==> src/rtl/piso_seq_pkg.sv <==
// Shared types and defaults for the PISO transmit sequencer and its bit timer.
package piso_seq_pkg;

  typedef enum logic [1:0] {
    IDLE  = 2'd0,
    LOAD  = 2'd1,
    SHIFT = 2'd2,
    DONE  = 2'd3
  } seq_state_t;

  localparam int   DEF_WIDTH = 10;
  localparam int   DEF_DIV   = 4;
  localparam logic DEF_FILL  = 1'b1;

  function automatic int idx_width(input int w);
    return (w > 1) ? $clog2(w) : 1;
  endfunction

endpackage

==> src/rtl/piso_bit_timer.sv <==
// Modulo-DIV bit-period counter with synchronous clear.
// tc marks the last clock of a bit period; tc_next predicts it one cycle ahead.
module piso_bit_timer #(
  parameter int DIV = 4
) (
  input  logic clk,
  input  logic rst,
  input  logic clear,
  input  logic en,
  output logic tc,
  output logic tc_next
);

  localparam int            CW   = (DIV > 1) ? $clog2(DIV) : 1;
  localparam logic [CW-1:0] LAST = CW'(DIV - 1);

  logic [CW-1:0] cnt;
  logic [CW-1:0] cnt_nxt;

  always_comb begin
    cnt_nxt = cnt;
    if (clear)
      cnt_nxt = '0;
    else if (en)
      cnt_nxt = (cnt == LAST) ? '0 : cnt + CW'(1);
  end

  assign tc      = en && (cnt == LAST);
  // Lets the sequencer register sh_shift so it lands in the terminal cycle.
  assign tc_next = (cnt_nxt == LAST);

  always_ff @(posedge clk or posedge rst) begin
    if (rst)
      cnt <= '0;
    else
      cnt <= cnt_nxt;
  end

endmodule

==> src/rtl/piso_tx_sequencer.sv <==
// Sequences load and paced shift strobes for a WIDTH-bit PISO shifter, MSB first,
// each bit held DIV clocks; one word per WIDTH*DIV+3 cycles, valid/ready on input.
module piso_tx_sequencer
  import piso_seq_pkg::*;
#(
  parameter int   WIDTH = DEF_WIDTH,
  parameter int   DIV   = DEF_DIV,
  parameter logic FILL  = DEF_FILL
) (
  input  logic                          clk,
  input  logic                          rst,
  input  logic                          in_valid,
  input  logic [WIDTH-1:0]              in_data,
  output logic                          in_ready,
  input  logic                          abort,
  output logic [WIDTH-1:0]              sh_data,
  output logic                          sh_load,
  output logic                          sh_shift,
  output logic                          sh_sIn,
  output logic                          tx_active,
  output logic                          busy,
  output logic                          done,
  output logic [idx_width(WIDTH)-1:0]   bit_idx
);

  localparam int            IW       = idx_width(WIDTH);
  localparam logic [IW-1:0] LAST_IDX = IW'(WIDTH - 1);

  seq_state_t    state;
  logic          tc;
  logic          tc_next;
  logic          tmr_clear;
  logic [IW-1:0] idx_inc;

  assign in_ready  = (state == IDLE) && !rst;
  assign sh_sIn    = FILL;
  assign tmr_clear = (state != SHIFT) || abort;
  assign idx_inc   = bit_idx + IW'(1);

  piso_bit_timer #(.DIV(DIV)) u_timer (
    .clk     (clk),
    .rst     (rst),
    .clear   (tmr_clear),
    .en      (state == SHIFT),
    .tc      (tc),
    .tc_next (tc_next)
  );

  always_ff @(posedge clk or posedge rst) begin
    if (rst) begin
      state     <= IDLE;
      sh_data   <= '0;
      sh_load   <= 1'b0;
      sh_shift  <= 1'b0;
      tx_active <= 1'b0;
      busy      <= 1'b0;
      done      <= 1'b0;
      bit_idx   <= '0;
    end else begin
      sh_load  <= 1'b0;
      sh_shift <= 1'b0;
      done     <= 1'b0;
      case (state)
        IDLE: begin
          if (in_valid && !abort) begin
            sh_data <= in_data;
            sh_load <= 1'b1;
            busy    <= 1'b1;
            state   <= LOAD;
          end
        end
        LOAD: begin
          bit_idx <= '0;
          if (abort) begin
            busy  <= 1'b0;
            state <= IDLE;
          end else begin
            tx_active <= 1'b1;
            sh_shift  <= tc_next;
            state     <= SHIFT;
          end
        end
        SHIFT: begin
          if (abort) begin
            tx_active <= 1'b0;
            busy      <= 1'b0;
            bit_idx   <= '0;
            state     <= IDLE;
          end else if (tc) begin
            if (bit_idx == LAST_IDX) begin
              tx_active <= 1'b0;
              done      <= 1'b1;
              state     <= DONE;
            end else begin
              bit_idx  <= idx_inc;
              sh_shift <= tc_next && (idx_inc != LAST_IDX);
            end
          end else begin
            // The last bit period ends the word without shifting it out.
            sh_shift <= tc_next && (bit_idx != LAST_IDX);
          end
        end
        DONE: begin
          busy    <= 1'b0;
          bit_idx <= '0;
          state   <= IDLE;
        end
        default: state <= IDLE;
      endcase
    end
  end

endmodule

==> config.mk <==
export PLATFORM = sky130hd
export DESIGN_NAME = piso_tx_sequencer
export DESIGN_NICKNAME = d
export VERILOG_FILES = /design/src/rtl/piso_seq_pkg.sv /design/src/rtl/piso_bit_timer.sv /design/src/rtl/piso_tx_sequencer.sv
export SDC_FILE = /design/constraint.sdc
export NUM_CORES = 1
export LEC_CHECK = 0
export BUFFER_PORTS_ARGS = -buffer_cell sky130_fd_sc_hd__buf_2
export CORE_UTILIZATION = 47
export CTS_BUF_LIST = sky130_fd_sc_hd__clkbuf_4
export CTS_CLUSTER_DIAMETER = 120
export DETAILED_ROUTE_END_ITERATION = 10
export GPL_ROUTABILITY_DRIVEN = 0
export GPL_TIMING_DRIVEN = 1
export PLACE_DENSITY = 0.77
export SLEW_MARGIN = 20
export SYNTH_ARGS = -nofsm -noshare
export SYNTH_HDL_FRONTEND = slang
export SYNTH_SLANG_ARGS = --single-unit
==> constraint.sdc <==
create_clock -name clk -period 1.3 [get_ports clk]
set_input_delay 0.13 -clock clk [delete_from_list [all_inputs] [get_ports clk]]
set_output_delay 0.13 -clock clk [all_outputs]
set_load 0.01 [all_outputs]
# Yosys cells after proc, flatten, opt, wreduce, memory -nomap -nowiden
# Index checks and enable logic that the tools add are counted.
# word_totals
ff_bits	23
memories	0
word_cells	76
ram_bits	0
latch_bits	0
inputBits	14
rom_bits	0
out_inout_bits	21
# op_classes
div	0
muxes	32
n_mul	0
n_eq_ne	15
n_lt_le_gt_ge	0
n_bitwise	0
shift	0
n_addsub	2
reduce_logical	18
# op_table
op	n
two-way mux 1 bit	16
two-way mux 2 bit	8
two-way mux 4 bit	3
inequality test 3 bit, second input constant	3
== test 2 bit, second input constant	4
inequality test 4 bit, second input constant	2
one-hot mux 2 bit (4 select lines)	1
one-hot mux 4 bit (2 select lines)	1
AND reduction 3 bit	2
logical AND 1 bit	5
adder 4 x 1 -> 4 bit, second input constant	1
== test 4 bit, second input constant	1
inequality test 2 x 1 -> 1 bit, second input constant	2
inequality test 2 bit, second input constant	2
one-hot mux 1 bit (2 select lines)	2
AND reduction 2 bit	2
AND reduction 4 bit	1
nonzero test 2 bit	2
OR reduction 2 bit	2
one-hot mux 1 bit (3 select lines)	1
adder 2 x 1 -> 2 bit, second input constant	1
== test 2 x 1 -> 1 bit, second input constant	1
logical NOT 1 bit	2
logical NOT 2 bit	1
logical OR 1 bit	1

# Logic depth before layout (Yosys ltp)
# logic_depth
word_depth	10
depth_mapped	6

# By module
# Synthesis repeated with hierarchy kept, for this count alone.
# unflattened
cells_unflattened	125
hier_area_um2	1197.4
# by_module_without_submodules
mod	area_each_um2	n_inst	cells_each
piso_tx_sequencer	1064.8	1	112
piso_bit_timer	132.6	1	13

# Least setup slack after synthesis
# Ideal clock, no wire load.
# synth_path
path_type	register -> register
start	register state[0]
end	register bit_idx[0]
setup_time_ps	79
setup_slack_ps	-181
path_buffers	1
t_arrival_ps	1402
path_stages_with_launch	7
t_required_ps	1221
period_less_slack_ps	1481
path_cell_list	dfrtp_1 -> inv_1 -> ha_1 -> nor2b_1 -> buf_6 -> a211oi_4 -> mux2i_1
# synth_via
elab_chain_len	4
elab_cells_between_ends	10
cone_classes	eq/ne: 5; mux: 1; reduce/logical: 4
# synth_lines
item	line_no	text
start, declared	piso_tx_sequencer.sv:29	seq_state_t state;
start signal, assigned	piso_tx_sequencer.sv:51	state <= IDLE;
start signal, assigned	piso_tx_sequencer.sv:69	state <= LOAD;
start signal, assigned	piso_tx_sequencer.sv:76	state <= IDLE;
== test 2 bit, or another cell as far along	piso_tx_sequencer.sv:44, piso_tx_sequencer.sv:63	
logical AND 1 bit / OR reduction 2 bit (equally long branches)	--	
inequality test 3 bit (no source line) / nonzero test 2 bit (equally long branches)	--	
AND reduction 3 bit (no source line)	--	
end signal, assigned	piso_tx_sequencer.sv:95	bit_idx <= idx_inc;
end, declared	piso_tx_sequencer.sv:23	output logic [idx_width(WIDTH)-1:0] bit_idx
# Several ways; a longest one is shown, not always the timed one.
# A chain may end at the register's enable or synchronous reset.

# Worst setup path after layout
# layout_path
start	register state[1]
end	output port in_ready
# layout_via
elab_chain_len	2
# layout_lines
item	line_no	text
logical NOT 2 bit	piso_tx_sequencer.sv:35	assign in_ready = (state == IDLE) && !rst;
logical AND 1 bit	piso_tx_sequencer.sv:35	
end, declared	piso_tx_sequencer.sv:14	output logic in_ready,
# Every way passes these cells.

==> qor.yml <==
path_clk_slew_ns: 0.12
drt-vias-per-instance: 5.42
synth_compound_area_share_pct: 10.6
finalCoreUtilization_pct: 77.7
htree_levels: 1
ir_drop_mv: 1.58
synth_area_um2: 1170
synth_top_cell_by_area: "dfrtp_1"
cp.required_ns: 1.17
placed_area_um2: 1500
wl_per_cell_um: 17.3
synth-seq-area-share_pct: 49.4
grt_pass1_wl_um: 4500
grt_pass1_vias: 930
synth_fa_ha_area_share_pct: 8.58
num_rows: 17
endpoint_kind: "primary output"
setup_viol: 23
wl_um: 3140
synth_cell_type_count: 35
multiInputGateArea_um2: 697
synth-warning-count: 0
power_density_nw_per_um2: 2110
die_h_um: 51.8
cts_tree: "done"
synth_edf_count: 0
synth_top_family_by_area: "simple AND/OR/NAND/NOR gates"
pin_count: 35
drc: 0
cts_made_buffers: 3
grtUsageTotal_pct: 23.4
synth-seq-cells: 23
antenna_cells: 0
start_util_pct: 51.2
synthCells: 94
post-route-worst-setup-slack_ns: -0.271
grt-ovfl-total: 0
final_nets: 177
die_area_um2: 2680
critical_path_class: "flip-flop to primary output"
synth.area.top_cells: "dfrtp_1 49%, ha_1 8.6%, mux2_2 7.7%"
status: "finished, violations left"
max_freq_mhz: 636
dpl.hpwl_um: 1790
dr_total_vias: 987
dr.pass1.iters: 4
fin_worst_hold_slack_ns: 0.0408
port_buffers: 33
start_kind: "flip-flop"
crit_top_cell: "buf_6"
hp-class: "primary input to flip-flop"
antenna_found_initial: 0
ys_async_sr_fraction_pct: 100
critical-path-max-stage-delay_ns: 0.46
cap_violations: 0
clock_path_buffers: 2
rsz0062_at_grt: "true"
synth-xor-area-share_pct: 0.751
maxSlewViolCount: 0
netlist.area_leader.share_pct: 49.4
antenna_left: 0
violations: "setup timing"
syn_area_per_cell_um2: 12.4
drive_gt1_share_pct: 61.0
synth-simple-area-share_pct: 12.9
clock_skew_ns: 0.00124
clkLatencyLatePin_ns: 0.31
core_um2: 2280
period_needed_ns: 1.57
syn2layout_area_growth_pct: 51.6
post-route-period-util_pct: 121
synth_flop_cell: "dfrtp_1"
drt_iter0_drc: 29
grt_max_degree: 13
arrival_ns: 1.44
critPathMaxFanout: 5
finalHoldViolCount: 0
syn_nets: 116
slowest_stage: "dfrtp_1"
die_w_um: 51.8
synthMuxAreaShare_pct: 11.4
power_leakage_uw: 0.000896
fin_area_um2: 1770
path_cells: "inv_2, ha_4, buf_6, nor2b_4, buf_6"
seq_area_um2: 576
clock-root-buffer: "clkbuf_4"
clock-sinks: 23
fillers: 124
synth_stat cells (all sizes together), types with 2 or more instances:
cell    number
nand2b       2
o21ai        3
buf          4
inv          9
dfrtp       23
mux2        10
nor2b        3
ha           8
nand2        2
nor2         2
mux2i        2
nor3         3
nand3        3
critical path, delay by kind of cell, from the launching register on:
kind	cells	cell delay (ns)
buf+inv	3	0.36
fa+ha+maj	1	0.16
flops	1	0.46
simple gates	1	0.15
placed cells by master (no fill, tap or decap), types with 2 or more instances in the layout:
cell type / instances
nand3_1: 3
ha_1: 2
nor2_1: 2
ha_4: 6
nor2b_4: 2
mux2i_1: 2
inv_1: 6
nor3_4: 2
clkbuf_4: 4
buf_6: 5
mux2_2: 4
o21ai_0: 3
buf_4: 20
inv_2: 3
dfrtp_1: 23
mux2_4: 6
nand3b_4: 2
nand2_1: 2
buf_2: 32
layout make-up:
cell class                 instances  area share [%]
multi-input combinational         59            39.4
clock buffer                       4            1.70
sequential                        23            32.6
tap                               28            1.98
timing repair buffer              59            22.4
inverter                           9            1.91
stage by stage:
| step | TNS [ns] | total power [µW] | std cells | setup WS [ns] |
|---|---|---|---|---|
| finish | -3.73 | 3740 | 182 | -0.271 |
| global route | -3.93 | 3940 | 182 | -0.286 |
| CTS | -2.06 | 3380 | 179 | -0.180 |
| detailed placement | -1.72 | 2760 | 168 | -0.181 |
| global placement | -0.837 | 2670 | 168 | -0.137 |
| floorplan | -1.28 | 2090 | 94 | -0.138 |
final timing paths:
kind	from	endpoint	slack, ns	cells past startpoint
worst max-delay path	state[1]	in_ready	-0.27	5
worst min-delay path	in_data[8]	sh_data[8]	0.04	2
worst max register to register	state[1]	bit_idx[0]	-0.25	5
worst min register to register	sh_data[8]	sh_data[8]	0.52	1
max in group asynchronous	rst	sh_data[3]	0.76	4
min in group asynchronous	rst	sh_data[4]	0.39	4
report_power, final:
part           internal (µW)  switching, µW  total [µW]
Clock                    141            215         356
Sequential               970            165        1130
Combinational           1220           1030        2250
kinds of logic after synthesis:
kind of cell | count (synthesis)
fa+ha+maj | 8
buf+inv | 13
flops | 23
other cells | 1
xor+xnor | 1
compound gates | 14
simple gates | 22
mux | 12
metal layers:
metal	routed length [µm]	share of wire, %	GRT usage, %
met1	1320	42	29.5
met2	1660	53	40.5
met3	86	2.7	2.63
met4	74	2.4	9.46
met5	0	0	0
flip-flops by register name, indices dropped and copies added, names as in the netlist:
name / flops
bit_idx: 4
sh_shift: 1
busy: 1
tx_active: 1
state: 2
sh_load: 1
u_timer.cnt: 2
done: 1
sh_data: 10
timing repair:
| item | in CTS | in global routing |
|---|---|---|
| hold buffers | 1 | 0 |
| endpoints found under the hold margin | 23 | 0 |
| setup endpoints to repair | 21 | 23 |
| pin swaps | 6 | 3 |
| setup buffers | 6 | 2 |
| gates cloned | 0 | 1 |
| resized for setup | 11 | 18 |
No activity file was read; power rests on OpenSTA's default activity.
